[src/rtl/load_align.sv]
// Memory-stage load unit: issues word-aligned cache reads over ready/valid,
// stalls M until data returns, then extracts and extends the addressed lane.
module load_align (
    input  logic        clk,
    input  logic        rst_n,
    input  logic        ValidM,
    input  logic [2:0]  LoadControlM,
    input  logic [31:0] ALUOutM,
    output logic        dcache_re,
    output logic [31:0] dcache_addr,
    input  logic        dcache_rdy,
    input  logic        dcache_valid,
    input  logic [31:0] dcache_dout,
    output logic        StallLoad,
    output logic        AlignErrM,
    output logic [31:0] ReadDataW,
    output logic        LoadValidW
);
    localparam logic [2:0] LD_LB  = 3'b001;
    localparam logic [2:0] LD_LBU = 3'b010;
    localparam logic [2:0] LD_LH  = 3'b011;
    localparam logic [2:0] LD_LHU = 3'b100;
    localparam logic [2:0] LD_LW  = 3'b101;

    typedef enum logic [1:0] {IDLE, REQ, WAIT} state_e;

    state_e      state_q, state_d;
    logic [2:0]  ctrl_q, ctrl_d;
    logic [1:0]  off_q, off_d;
    logic [29:0] waddr_q, waddr_d;
    logic [31:0] read_data_q, read_data_d;
    logic        load_valid_q, load_valid_d;

    logic        is_load, aligned;
    logic [7:0]  lane_byte;
    logic [15:0] lane_half;
    logic [31:0] load_data;

    always_comb begin
        is_load = ValidM && (LoadControlM >= LD_LB) && (LoadControlM <= LD_LW);
        unique case (LoadControlM)
            LD_LH, LD_LHU: aligned = ~ALUOutM[0];
            LD_LW:         aligned = (ALUOutM[1:0] == 2'b00);
            default:       aligned = 1'b1;
        endcase
    end

    // Extraction always uses the captured control/offset, never the live M inputs.
    always_comb begin
        lane_byte = 8'h00;
        unique case (off_q)
            2'd0: lane_byte = dcache_dout[7:0];
            2'd1: lane_byte = dcache_dout[15:8];
            2'd2: lane_byte = dcache_dout[23:16];
            2'd3: lane_byte = dcache_dout[31:24];
        endcase
        lane_half = off_q[1] ? dcache_dout[31:16] : dcache_dout[15:0];
        unique case (ctrl_q)
            LD_LB:   load_data = {{24{lane_byte[7]}}, lane_byte};
            LD_LBU:  load_data = {24'h0, lane_byte};
            LD_LH:   load_data = {{16{lane_half[15]}}, lane_half};
            LD_LHU:  load_data = {16'h0, lane_half};
            default: load_data = dcache_dout;
        endcase
    end

    always_comb begin
        state_d      = state_q;
        ctrl_d       = ctrl_q;
        off_d        = off_q;
        waddr_d      = waddr_q;
        read_data_d  = read_data_q;
        load_valid_d = 1'b0;
        dcache_re    = 1'b0;
        dcache_addr  = {waddr_q, 2'b00};
        StallLoad    = 1'b0;
        AlignErrM    = 1'b0;
        unique case (state_q)
            IDLE: begin
                dcache_addr = {ALUOutM[31:2], 2'b00};
                if (is_load && aligned) begin
                    ctrl_d    = LoadControlM;
                    off_d     = ALUOutM[1:0];
                    waddr_d   = ALUOutM[31:2];
                    dcache_re = 1'b1;
                    StallLoad = 1'b1;
                    state_d   = dcache_rdy ? WAIT : REQ;
                end else if (is_load) begin
                    AlignErrM = 1'b1;
                end
            end
            REQ: begin
                dcache_re = 1'b1;
                StallLoad = 1'b1;
                if (dcache_rdy) state_d = WAIT;
            end
            WAIT: begin
                if (dcache_valid) begin
                    read_data_d  = load_data;
                    load_valid_d = 1'b1;
                    state_d      = IDLE;
                end else begin
                    StallLoad = 1'b1;
                end
            end
            default: state_d = IDLE;
        endcase
        if (!rst_n) begin
            dcache_re = 1'b0;
            StallLoad = 1'b0;
            AlignErrM = 1'b0;
        end
    end

    always_ff @(posedge clk) begin
        if (!rst_n) begin
            state_q      <= IDLE;
            ctrl_q       <= 3'b000;
            off_q        <= 2'b00;
            waddr_q      <= 30'h0;
            read_data_q  <= 32'h0;
            load_valid_q <= 1'b0;
        end else begin
            state_q      <= state_d;
            ctrl_q       <= ctrl_d;
            off_q        <= off_d;
            waddr_q      <= waddr_d;
            read_data_q  <= read_data_d;
            load_valid_q <= load_valid_d;
        end
    end

    assign ReadDataW  = read_data_q;
    assign LoadValidW = load_valid_q;
endmodule
[config.mk]
export PLATFORM = sky130hd
export DESIGN_NAME = load_align
export DESIGN_NICKNAME = d
export VERILOG_FILES = /design/src/rtl/load_align.sv
export SDC_FILE = /design/constraint.sdc
export NUM_CORES = 1
export LEC_CHECK = 0
export ABC_CLOCK_PERIOD_IN_PS = 2270
export CORE_MARGIN = 8
export CORE_UTILIZATION = 44
export CTS_CLUSTER_DIAMETER = 150
export DETAILED_ROUTE_END_ITERATION = 10
export HOLD_SLACK_MARGIN = 0.1
export PLACE_DENSITY = 0.81
export SYNTH_ARGS = -nofsm -noshare
export SYNTH_HDL_FRONTEND = slang
export SYNTH_SLANG_ARGS = --single-unit
export TNS_END_PERCENT = 50
[constraint.sdc]
create_clock -name clk -period 2.27 [get_ports clk]
set_input_delay 0.3405 -clock clk [delete_from_list [all_inputs] [get_ports clk]]
set_output_delay 0.3405 -clock clk [all_outputs]
set_load 0.05 [all_outputs]
## Yosys cells after proc, flatten, opt, wreduce, memory -nomap -nowiden

Index checks and enable logic that the tools add are counted.

- Bits in registers: 70
- Bits in latches: 0
- Memory bits (writable): 0
- Memory bits (read-only): 0
- Input port bits: 72
- Output and inout port bits: 68
- Word-level logic and storage cells: 56
- Memories kept: 0

- Add/subtract/negate cells: 0
- Multipliers: 0
- Div/mod/pow operators: 0
- Order comparisons: 2
- Equality and inequality tests: 15
- Shift-type cells: 0
- Muxes and demuxes: 21
- Bitwise logic cells: 1
- Reductions and logical operators: 11

Operators with widths:

| operator | number |
|---|---|
| $pmux W32 S4 | 1 |
| $mux W32 | 1 |
| $pmux W8 S4 | 1 |
| $mux W16 | 1 |
| $eq A3 B2 Y1 const B | 3 |
| $eq A3 B3 Y1 const B | 3 |
| $mux W1 | 9 |
| $mux W2 | 4 |
| $eq A2 B2 Y1 const B | 3 |
| $logic_not A2 Y1 | 3 |
| $ne A2 B2 Y1 const B | 3 |
| $pmux W2 S3 | 1 |
| $reduce_and A2 Y1 | 3 |
| $eq A2 B1 Y1 const B | 2 |
| $pmux W1 S2 | 2 |
| $eq A3 B1 Y1 const B | 1 |
| $ge A3 B1 Y1 const B | 1 |
| $le A3 B3 Y1 const B | 1 |
| $logic_and A1 B1 Y1 | 3 |
| $pmux W1 S3 | 1 |
| $reduce_and A3 Y1 | 1 |
| $reduce_or A2 Y1 | 1 |
| $not A1 Y1 | 1 |

## Logic depth before layout (Yosys ltp)

- Depth in word-level cells: 7
- Depth in mapped cells: 7
- Gate-level depth less buffers: 4

## Worst setup path after synthesis

No wires, ideal clock.

- Path type: input to output
- From: in LoadControlM[1]
- To: out AlignErrM
- Data arrival time: 2.290 ns
- Data required time: 1.929 ns
- Slack: -0.360 ns
- Stages on the path: 6
- Path buffers: 3
- Cell sequence: buf_2 nand2b_1 o21a_1 buf_2 clkbuf_1 nor3_1

- Longest elaborated chain between the ends: 7
- Elaborated cells between the ends (all ways): 14
- Classes of those cells: 2 x order compare; 3 x eq/ne; 5 x mux; 4 x reduce/logical

Ends and longest elaborated chain:

| element | RTL line | source |
|---|---|---|
| start, declared | 7 | `input logic [2:0] LoadControlM,` |
| $ge A3 B1 Y1, or another cell as far along | 40 | `is_load = ValidM && (LoadControlM >= LD_LB) && (LoadControlM <= LD_LW);` |
| $logic_and A1 B1 Y1 or $reduce_or A2 Y1 (tied branches) | 40, 41 |  |
| $logic_and A1 B1 Y1 or $pmux W1 S2 (tied branches) | 40, 41 |  |
| $mux W1 or $logic_and A1 B1 Y1 (tied branches) | 88, 81 |  |
| $mux W1 (*) | 81 | `if (is_load && aligned) begin` |
| $mux W1 (*) | 78 | `unique case (state_q)` |
| $mux W1 (*) | 108 | `if (!rst_n) begin` |
| end, declared | 15 | `output logic AlignErrM,` |

Every way passes the cells marked *; elsewhere a longest branch is shown, timed or not.

## Worst setup path in the final report

- From: in LoadControlM[0]
- To: out AlignErrM

The elaborated chain is that of the path after synthesis.

==> qor.json <==
{
  "run_status": "complete, no violations",
  "critical_path_required_ps": 1930,
  "num_rows": 32,
  "syn-instance-count": 401,
  "crit_path_max_fanout": 4,
  "antenna_cells": 0,
  "dp_worst_setup_slack_ps": -107,
  "cts.hold.buffers_added": 0,
  "clk_path_buf_depth": 2,
  "syn_area_um2": 3520,
  "drt_first_iter_violations": 201,
  "drt-pass1-iter-count": 4,
  "clockRootBuffer": "clkbuf_8",
  "final_estimated_routing_congestion_in_global_placement": 0.859,
  "slew_headroom_pct": 17.3,
  "ys.warnings.count": 0,
  "route.met2.wl_mm": 5.48,
  "dp.final_hpwl_mm": 8.55,
  "worst-r2r-setup-slack_ps": 200,
  "syn_area_per_cell_um2": 8.77,
  "wl_mm": 11.6,
  "worstReg2RegEnd": "ReadDataW[14]",
  "core-area_um2": 7730,
  "hold_violations": 0,
  "reg2reg_from": "ctrl_q[0]",
  "peak_freq_mhz": 454,
  "portBuffers": 137,
  "holdPathEnd": "waddr_q[8]",
  "grt_util_all_layers_pct": 20.5,
  "io_pins": 140,
  "crit_path_top_delay_cell": "clkdlybuf4s50_1",
  "final_nets": 606,
  "clock-sinks": 70,
  "vdd_drop_max_mv": 0.318,
  "cell_area_after_layout_um2": 5200,
  "ys_async_sr_fraction_pct": 0,
  "power.density_nw_per_um2": 645,
  "route.detailed.drc": 0,
  "grt-ovfl-total": 0,
  "worst-endpoint-arrival_ps": 1860,
  "antenna_found_initial": 0,
  "timing_max_transition_violations_final": 0,
  "clock_latency_ps": 340,
  "p_total_mw": 3.36,
  "fp.dieArea_um2": 11100,
  "synth.lib_cells_used.distinct": 39,
  "max_slew.worst_pin.slew_ps": 1240,
  "timing.hold.worst.class": "register to register",
  "leakagePower_nw": 1.95,
  "clock_tree.htree_level_count": 3,
  "cell_area_after_placement_um2": 4970,
  "routedLengthMet1_mm": 4.85,
  "timing.setup.critical_path_class": "primary input to output port",
  "initial_utilization_pct": 45.5,
  "wl_per_cell_um": 18.2,
  "number_of_cells_after_detailed_placement": 625,
  "worst_hold_path_cell_count": 2,
  "setup_slack_ps": 68.5,
  "hold_start": "waddr_q[8]",
  "hold-worst-slack_ps": 482,
  "clk_pin_slew_worst_paths_ps": 80,
  "fillers": 637,
  "timing.critical_path.cells": "clkdlybuf4s50_1, buf_4, o31ai_4, a2111o_1, nor3_4, buf_12",
  "grt_pass1_wl_mm": 18.8,
  "route.detailed.vias_per_inst": 5.81,
  "crit_end_category": "output port",
  "vias": 3723,
  "critPathMaxStageDelay_ps": 530,
  "timing.final.crit_period_ps": 2200,
  "flow.area_growth_from_synthesis_pct": 47.9,
  "final_min_period_over_clock_period_pct": 97.0,
  "fp.dieW_um": 105,
  "final-setup-viol-count": 0,
  "cts_tree": "yes",
  "post_layout_nonfiller_instances": 641,
  "max_cap_viols": 0,
  "top_layer_used": "met4",
  "grt_setup_unrepaired": "false",
  "worst_clock_skew_ps": 4.55,
  "die-height_um": 105,
  "worst-r2r-cell-count": 4,
  "cts-buffers-inserted": 9,
  "yosys_most_used_dff": "dfxtp_1",
  "ratio_of_cells_with_drive_above_1_in_the_final_layout_pct": 22.8,
  "cts_setup_buffers": 0,
  "maximum_number_of_pins_on_one_net_before_global_route_repair": 36,
  "postSynthRegisterBits": 70,
  "drtAntennaViolNets": 0,
  "critical_path_launch_point_type": "primary input",
  "post_synth_edffs": 0,
  "routed-wl-met3_mm": 1.17,
  "grt_pass1_vias": 3634,
  "seq_area_frac_synth_pct": 39.8
}
==> critical path, delay by kind of cell <==
family / cells / cell delay, ps
compound gates: 2 / 420
buf+inv: 3 / 840
simple gates: 1 / 260
==> final cells by class <==
type	instances	area, µm²	area share (%)
Multi-Input combinational cell	292	1960	37.7
Clock inverter	5	57.6	1.11
Clock buffer	11	151	2.91
Inverter	2	7.51	0.144
Sequential cell	70	1400	26.9
Tap cell	102	128	2.45
Timing Repair Buffer	159	1500	28.8
==> cell usage after synthesis, drive strengths merged, types with 2 or more instances <==
master	number	area, µm²
a21o	2	15.0
dfxtp	70	1400
mux4	7	158
buf	18	109
nand2	19	71.3
mux2i	4	40.0
nand3	35	175
nand3b	2	18.8
nor3	2	10.0
nor2	7	41.3
a221oi	2	17.5
or3	2	12.5
mux2	30	338
inv	2	7.51
o211ai	2	15.0
clkbuf	20	76.3
o21ai	72	360
a22oi	14	105
a21oi	78	390
==> cell usage in the layout (no fill, tap or decap), types with 7 or more instances in the layout <==
cell             count
clkdlybuf4s50_1    102
buf_4               52
mux4_2               7
a22oi_1             14
nand3_1             35
o21ai_0             70
dfxtp_1             70
clkbuf_8            11
nand2_1             19
mux2_2              30
a21oi_1             77
==> where the power goes <==
group	internal [mW]	total, mW	switching (mW)
Clock	0.565	1.04	0.473
Combinational	0.403	0.994	0.591
Sequential	1.29	1.33	0.0389
==> per-layer routing <==
layer  track usage (%)  vias to the layer above
li1                  -                     1739
met3              6.39                       12
met2              32.9                      194
met5                 0                        -
met1              25.6                     1778
met4              6.42                        0
==> sequential cells by signal (all words and copies together) (netlist names) <==
register	count
off_q	2
waddr_q	30
LoadValidW	1
state_q	2
ctrl_q	3
ReadDataW	32
==> stage by stage <==
| stage | setup TNS (ps) | utilization [%] |
|---|---|---|
| after floorplan | -13.2 | - |
| after global placement | -52.4 | 64.3 |
| after detailed placement | -145 | 64.3 |
| after CTS | 0 | 67.3 |
| after global routing | 0 | 67.3 |
| final | 0 | 67.3 |
==> logic make-up after synthesis <==
family | count (synthesis) | synth area share (%)
compound gates | 176 | 28.4
buf+inv | 40 | 5.48
mux | 41 | 15.2
other cells | 1 | 0.107
xor+xnor | 1 | 0.249
simple gates | 72 | 10.7
flops | 70 | 39.8
==> how the worst max path moves through the flow <==
| stage | startpoint | cells after the start | endpoint |
|---|---|---|---|
| floorplan | LoadControlM[1] | 5 | StallLoad |
| global placement | LoadControlM[1] | 6 | StallLoad |
| detailed placement | LoadControlM[1] | 6 | StallLoad |
| CTS | LoadControlM[1] | 5 | AlignErrM |
| global route | state_q[0] | 4 | dcache_addr[14] |
| finish | LoadControlM[0] | 6 | AlignErrM |
==> what timing repair did <==
item	CTS	global route
endpoints found under the setup margin	3	2
resized for setup	6	2
pin swaps	2	2
Note: power is estimated with default switching activity, not from simulation.
